===== src/rtl/fir_mem_loader.sv =====
// rtl/fir_mem_loader.sv - stream loader writing FIR coefficients then samples into h/x memories.
// Optional macro FIR_LOADER_ZERO_PAD_EN: early s_last in the sample phase zero-fills the rest of x memory.
module fir_mem_loader #(
  parameter int H_ADDR_WIDTH = 4,
  parameter int X_ADDR_WIDTH = 6,
  parameter int H_MEMO_DEPTH = 1 << H_ADDR_WIDTH,
  parameter int X_MEMO_DEPTH = 1 << X_ADDR_WIDTH,
  parameter int DATA_WIDTH   = 32
) (
  input  logic                    clk,
  input  logic                    rst_i,
  input  logic                    start_i,
  input  logic                    busy_i,
  input  logic                    s_valid,
  input  logic [DATA_WIDTH-1:0]   s_data,
  input  logic                    s_last,
  output logic                    s_ready,
  output logic                    h_we,
  output logic [H_ADDR_WIDTH-1:0] h_waddr,
  output logic [DATA_WIDTH-1:0]   h_wdata,
  output logic                    x_we,
  output logic [X_ADDR_WIDTH-1:0] x_waddr,
  output logic [DATA_WIDTH-1:0]   x_wdata,
  output logic                    load_done_o,
  output logic                    loaded_o,
  output logic                    err_o
);

  // One spare bit so a terminal count of depth-1 can never alias to zero.
  localparam int CNT_W = ((H_ADDR_WIDTH > X_ADDR_WIDTH) ? H_ADDR_WIDTH : X_ADDR_WIDTH) + 1;
  localparam logic [CNT_W-1:0] H_LAST = CNT_W'(H_MEMO_DEPTH - 1);
  localparam logic [CNT_W-1:0] X_LAST = CNT_W'(X_MEMO_DEPTH - 1);

  typedef enum logic [2:0] {
    IDLE      = 3'd0,
    LOAD_H    = 3'd1,
    LOAD_X    = 3'd2,
`ifdef FIR_LOADER_ZERO_PAD_EN
    ZERO_FILL = 3'd3,
`endif
    DONE      = 3'd4
  } state_t;

  state_t                 state, state_d;
  logic [CNT_W-1:0]       cnt, cnt_d;
  logic                   err_d, loaded_d;
  logic                   h_we_d, x_we_d;
  logic [DATA_WIDTH-1:0]  wdata_d;
  logic                   accept;

  assign s_ready     = ((state == LOAD_H) || (state == LOAD_X)) && !busy_i;
  assign accept      = s_valid && s_ready;
  assign load_done_o = (state == DONE);

  always_ff @(posedge clk) begin
    if (rst_i) begin
      state <= IDLE;
    end else begin
      state <= state_d;
    end
  end

  always_comb begin
    state_d  = state;
    cnt_d    = cnt;
    err_d    = err_o;
    loaded_d = loaded_o;
    h_we_d   = 1'b0;
    x_we_d   = 1'b0;
    wdata_d  = s_data;
    case (state)
      IDLE: begin
        if (start_i) begin
          state_d  = LOAD_H;
          cnt_d    = '0;
          err_d    = 1'b0;
          loaded_d = 1'b0;
        end
      end
      LOAD_H: begin
        if (accept) begin
          h_we_d = 1'b1;
          if (s_last) begin
            err_d   = 1'b1;
            state_d = IDLE;
            cnt_d   = '0;
          end else if (cnt == H_LAST) begin
            state_d = LOAD_X;
            cnt_d   = '0;
          end else begin
            cnt_d = cnt + 1'b1;
          end
        end
      end
      LOAD_X: begin
        if (accept) begin
          x_we_d = 1'b1;
          if (cnt == X_LAST) begin
            state_d  = DONE;
            loaded_d = 1'b1;
            err_d    = err_o | !s_last;
            cnt_d    = '0;
          end else if (s_last) begin
`ifdef FIR_LOADER_ZERO_PAD_EN
            state_d = ZERO_FILL;
            cnt_d   = cnt + 1'b1;
`else
            err_d   = 1'b1;
            state_d = IDLE;
            cnt_d   = '0;
`endif
          end else begin
            cnt_d = cnt + 1'b1;
          end
        end
      end
`ifdef FIR_LOADER_ZERO_PAD_EN
      ZERO_FILL: begin
        x_we_d  = 1'b1;
        wdata_d = '0;
        if (cnt == X_LAST) begin
          state_d  = DONE;
          loaded_d = 1'b1;
          cnt_d    = '0;
        end else begin
          cnt_d = cnt + 1'b1;
        end
      end
`endif
      DONE: begin
        state_d = IDLE;
      end
      default: begin
        state_d = IDLE;
        cnt_d   = '0;
      end
    endcase
  end

  // Write port registers give the fixed one-cycle write latency.
  always_ff @(posedge clk) begin
    if (rst_i) begin
      cnt      <= '0;
      err_o    <= 1'b0;
      loaded_o <= 1'b0;
      h_we     <= 1'b0;
      h_waddr  <= '0;
      h_wdata  <= '0;
      x_we     <= 1'b0;
      x_waddr  <= '0;
      x_wdata  <= '0;
    end else begin
      cnt      <= cnt_d;
      err_o    <= err_d;
      loaded_o <= loaded_d;
      h_we     <= h_we_d;
      x_we     <= x_we_d;
      if (h_we_d) begin
        h_waddr <= cnt[H_ADDR_WIDTH-1:0];
        h_wdata <= wdata_d;
      end
      if (x_we_d) begin
        x_waddr <= cnt[X_ADDR_WIDTH-1:0];
        x_wdata <= wdata_d;
      end
    end
  end

endmodule


===== config.mk =====
export PLATFORM = sky130hd
export DESIGN_NAME = fir_mem_loader
export DESIGN_NICKNAME = d
export VERILOG_FILES = /design/src/rtl/fir_mem_loader.sv
export SDC_FILE = /design/constraint.sdc
export NUM_CORES = 1
export LEC_CHECK = 0
export BUFFER_PORTS_ARGS = -buffer_cell sky130_fd_sc_hd__buf_2
export CAP_MARGIN = 0
export CORE_MARGIN = 3
export CORE_UTILIZATION = 49
export DETAILED_ROUTE_END_ITERATION = 10
export PLACE_DENSITY = 0.79
export SLEW_MARGIN = 20
export SYNTH_ARGS = -nofsm -noshare
export SYNTH_HDL_FRONTEND = slang
export SYNTH_SLANG_ARGS = --single-unit
export TNS_END_PERCENT = 100

===== constraint.sdc =====
create_clock -name clk -period 2.3 [get_ports clk]
set_clock_uncertainty 0.15 [all_clocks]
set_input_delay 0.46 -clock clk [delete_from_list [all_inputs] [get_ports clk]]
set_output_delay 0.46 -clock clk [all_outputs]
set_load 0.03 [all_outputs]

==> flow_metrics.tcl <==
set metrics [dict create \
    status "finished, final reports clean" \
    fin_ws_ns 0.109 \
    syn_area_per_cell_um2 7.97 \
    layout_common_cells "nand2_1 (159), buf_2 (117), dfxtp_1 (86)" \
    synth_area_leader_cell "dfxtp_1" \
    netlist_area_um2 3370 \
    synth_edf_count 0 \
    holdWs_ns 0.202 \
    dieArea_um2 7910 \
    path_class "register to output port" \
    antenna_left 0 \
    ys_ff_latch 88 \
    drv_cap 0 \
    port_buffers 117 \
    syn2layout_area_growth_pct 25.5 \
    max_freq_ghz 0.456 \
    grt_max_degree 52 \
    overflow 0 \
    yosys.area.top_type_share 0.523 \
    tritoncts "yes" \
    placed_cell_area_um2 4010 \
    cts_sinks 88 \
    ctsResizeCount 1 \
    yosys_warnings 0 \
    cts-root-buf "clkbuf_8" \
    clock_latency_ns 0.34 \
    avgRoutedWirePerCell_um 14.0 \
    antenna_found_initial 0 \
    cp-end-kind "output port" \
    drtIter0Drc 172 \
    viasPerCell 5.29 \
    crit_fanout 11 \
    layout_commonest_cell "nand2_1" \
    synth_seq_area_share 0.523 \
    async_reset_ff_frac 0 \
    peakVddDrop_mv 0.404 \
    synthesis.nets 462 \
    ys_types 42 \
    tns_ns 0 \
    track_usage 0.217 \
    synth.top_cells.by_area "dfxtp_1 (52%), nand2_1 (18%), a21oi_1 (12%), clkbuf_1 (1.9%), buf_2 (1.3%)" \
    finalCritPeriodShare 0.953 \
    cp.arrival_ns 1.58 \
    grt_pass1_wl_mm 13.6 \
    antennaDiodeCount 0 \
    start_kind "register" \
    io_pins 118 \
    num_rows 29 \
    hold_viol 0 \
    postCtsHoldBufs 0 \
    rsz0062_at_grt "no" \
    period_needed_ns 2.19 \
    setup_violations 0 \
    p_per_area_nw_per_um2 822 \
    post_cts_buffers 0 \
    finalPower_uw 3470 \
    relSlewSlack 0.601 \
    initial_core_util 0.519 \
    design_area_um2 4230 \
    wl_mm 8.58 \
    place_ws_ns 0.161 \
    slew_viol_final 0 \
    cts_max_level 3 \
    coreArea_um2 6490 \
    tightest_slew_ns 0.596 \
    leakage_uw 0.00175 \
    design.final.nets 570 \
    clockBufferDepth 2 \
    clkTransAtPathRegs_ns 0.09 \
    die_w_um 88.9 \
    synth_ff_type "dfxtp_1" \
    fp.dieH_um 88.9 \
    vias 3245 \
    drive_gt1_frac 0.287 \
    first_pass_iters 4 \
    required_ns 1.69 \
    drc 0 \
    hold_path_class "primary input to register" \
    synthCells 423 \
    dp_hpwl_mm 5.98 \
    place.gp.congestion 0.892 \
    cts_made_buffers 9 \
    grt_pass1_vias 2987 \
]
-- final cells by class --
class,instances,area (um2)
inverters,3,11.3
clock buffers,11,141
fillers,585,2270
flip-flops and latches,88,1770
clock inverters,5,62.6
well taps,77,96.3
multi-input cells,303,1470
repair buffers,126,678
-- power breakdown --
| part | leakage, uW | total, uW | switching, uW | internal [uW] |
|---|---|---|---|---|
| Clock | 0.0000966 | 1080 | 538 | 540 |
| Sequential | 0.000711 | 1670 | 63.3 | 1600 |
| Combinational | 0.000942 | 728 | 470 | 258 |
| Total | 0.00175 | 3470 | 1070 | 2400 |
-- sequential cells by signal, indices dropped and copies added, names as in the netlist --
signal    flops
h_wdata      32
x_wdata      32
cnt           7
x_waddr       6
h_waddr       4
state         3
err_o         1
h_we          1
loaded_o      1
x_we          1
-- cell usage after synthesis (4+ instances only) --
cell        n
a21oi_1    82
buf_2       9
clkbuf_1   17
dfxtp_1    88
nand2_1   159
nand3_1     4
nor2_1     11
-- logic make-up (layout without fill, tap and decap cells) --
family / count (synthesis) / in the layout / share of synthesized area
adders and majority gates: 1 / 1 / 0.00371
xor gates and xnor gates: 1 / 1 / 0.00260
buffers and inverters: 32 / 145 / 0.0427
muxes: 2 / 2 / 0.00594
DFF: 88 / 88 / 0.523
and+or+nand+nor: 196 / 196 / 0.248
AOI/OAI and AO/OA: 103 / 103 / 0.174
-- final timing paths --
| check | start | to | slack, ns | cells after the start |
|---|---|---|---|---|
| worst min-delay path | s_data[14] | h_wdata[14]$_SDFFE_PP0P_ | 0.20 | 3 |
| worst max-delay path | state[1]$_SDFFE_PP0P_ | s_ready | 0.11 | 3 |
| worst max register to register | cnt[0]$_SDFFE_PP0P_ | state[2]$_SDFFE_PP0P_ | 0.23 | 6 |
| worst min register to register | h_waddr[3]$_SDFFE_PP0P_ | h_waddr[3]$_SDFFE_PP0P_ | 0.30 | 2 |
-- per-layer routing --
| layer | GRT usage | share of wire | up-vias |
|---|---|---|---|
| met2 | 0.377 | 0.50 | 114 |
| met3 | 0.0553 | 0.076 | 10 |
| met4 | 0.0783 | 0.011 | 0 |
| met5 | 0 | 0 | - |
| li1 | - | - | 1617 |
| met1 | 0.259 | 0.41 | 1504 |
-- critical path, cell delays in order, from the launching register on --
cell and delay (ns):
dfxtp_1 0.43, or3_4 0.44, a21oi_1 0.15, buf_2 0.21
-- per-stage QoR --
step | cells | utilization
6_report | 613 | 0.651
5_1_grt | 613 | 0.651
4_1_cts | 613 | 0.650
3_5_place_dp | 597 | 0.618
3_3_place_gp | 597 | 0.618
2_1_floorplan | 423 | -
(Power assumes the default switching activity.)
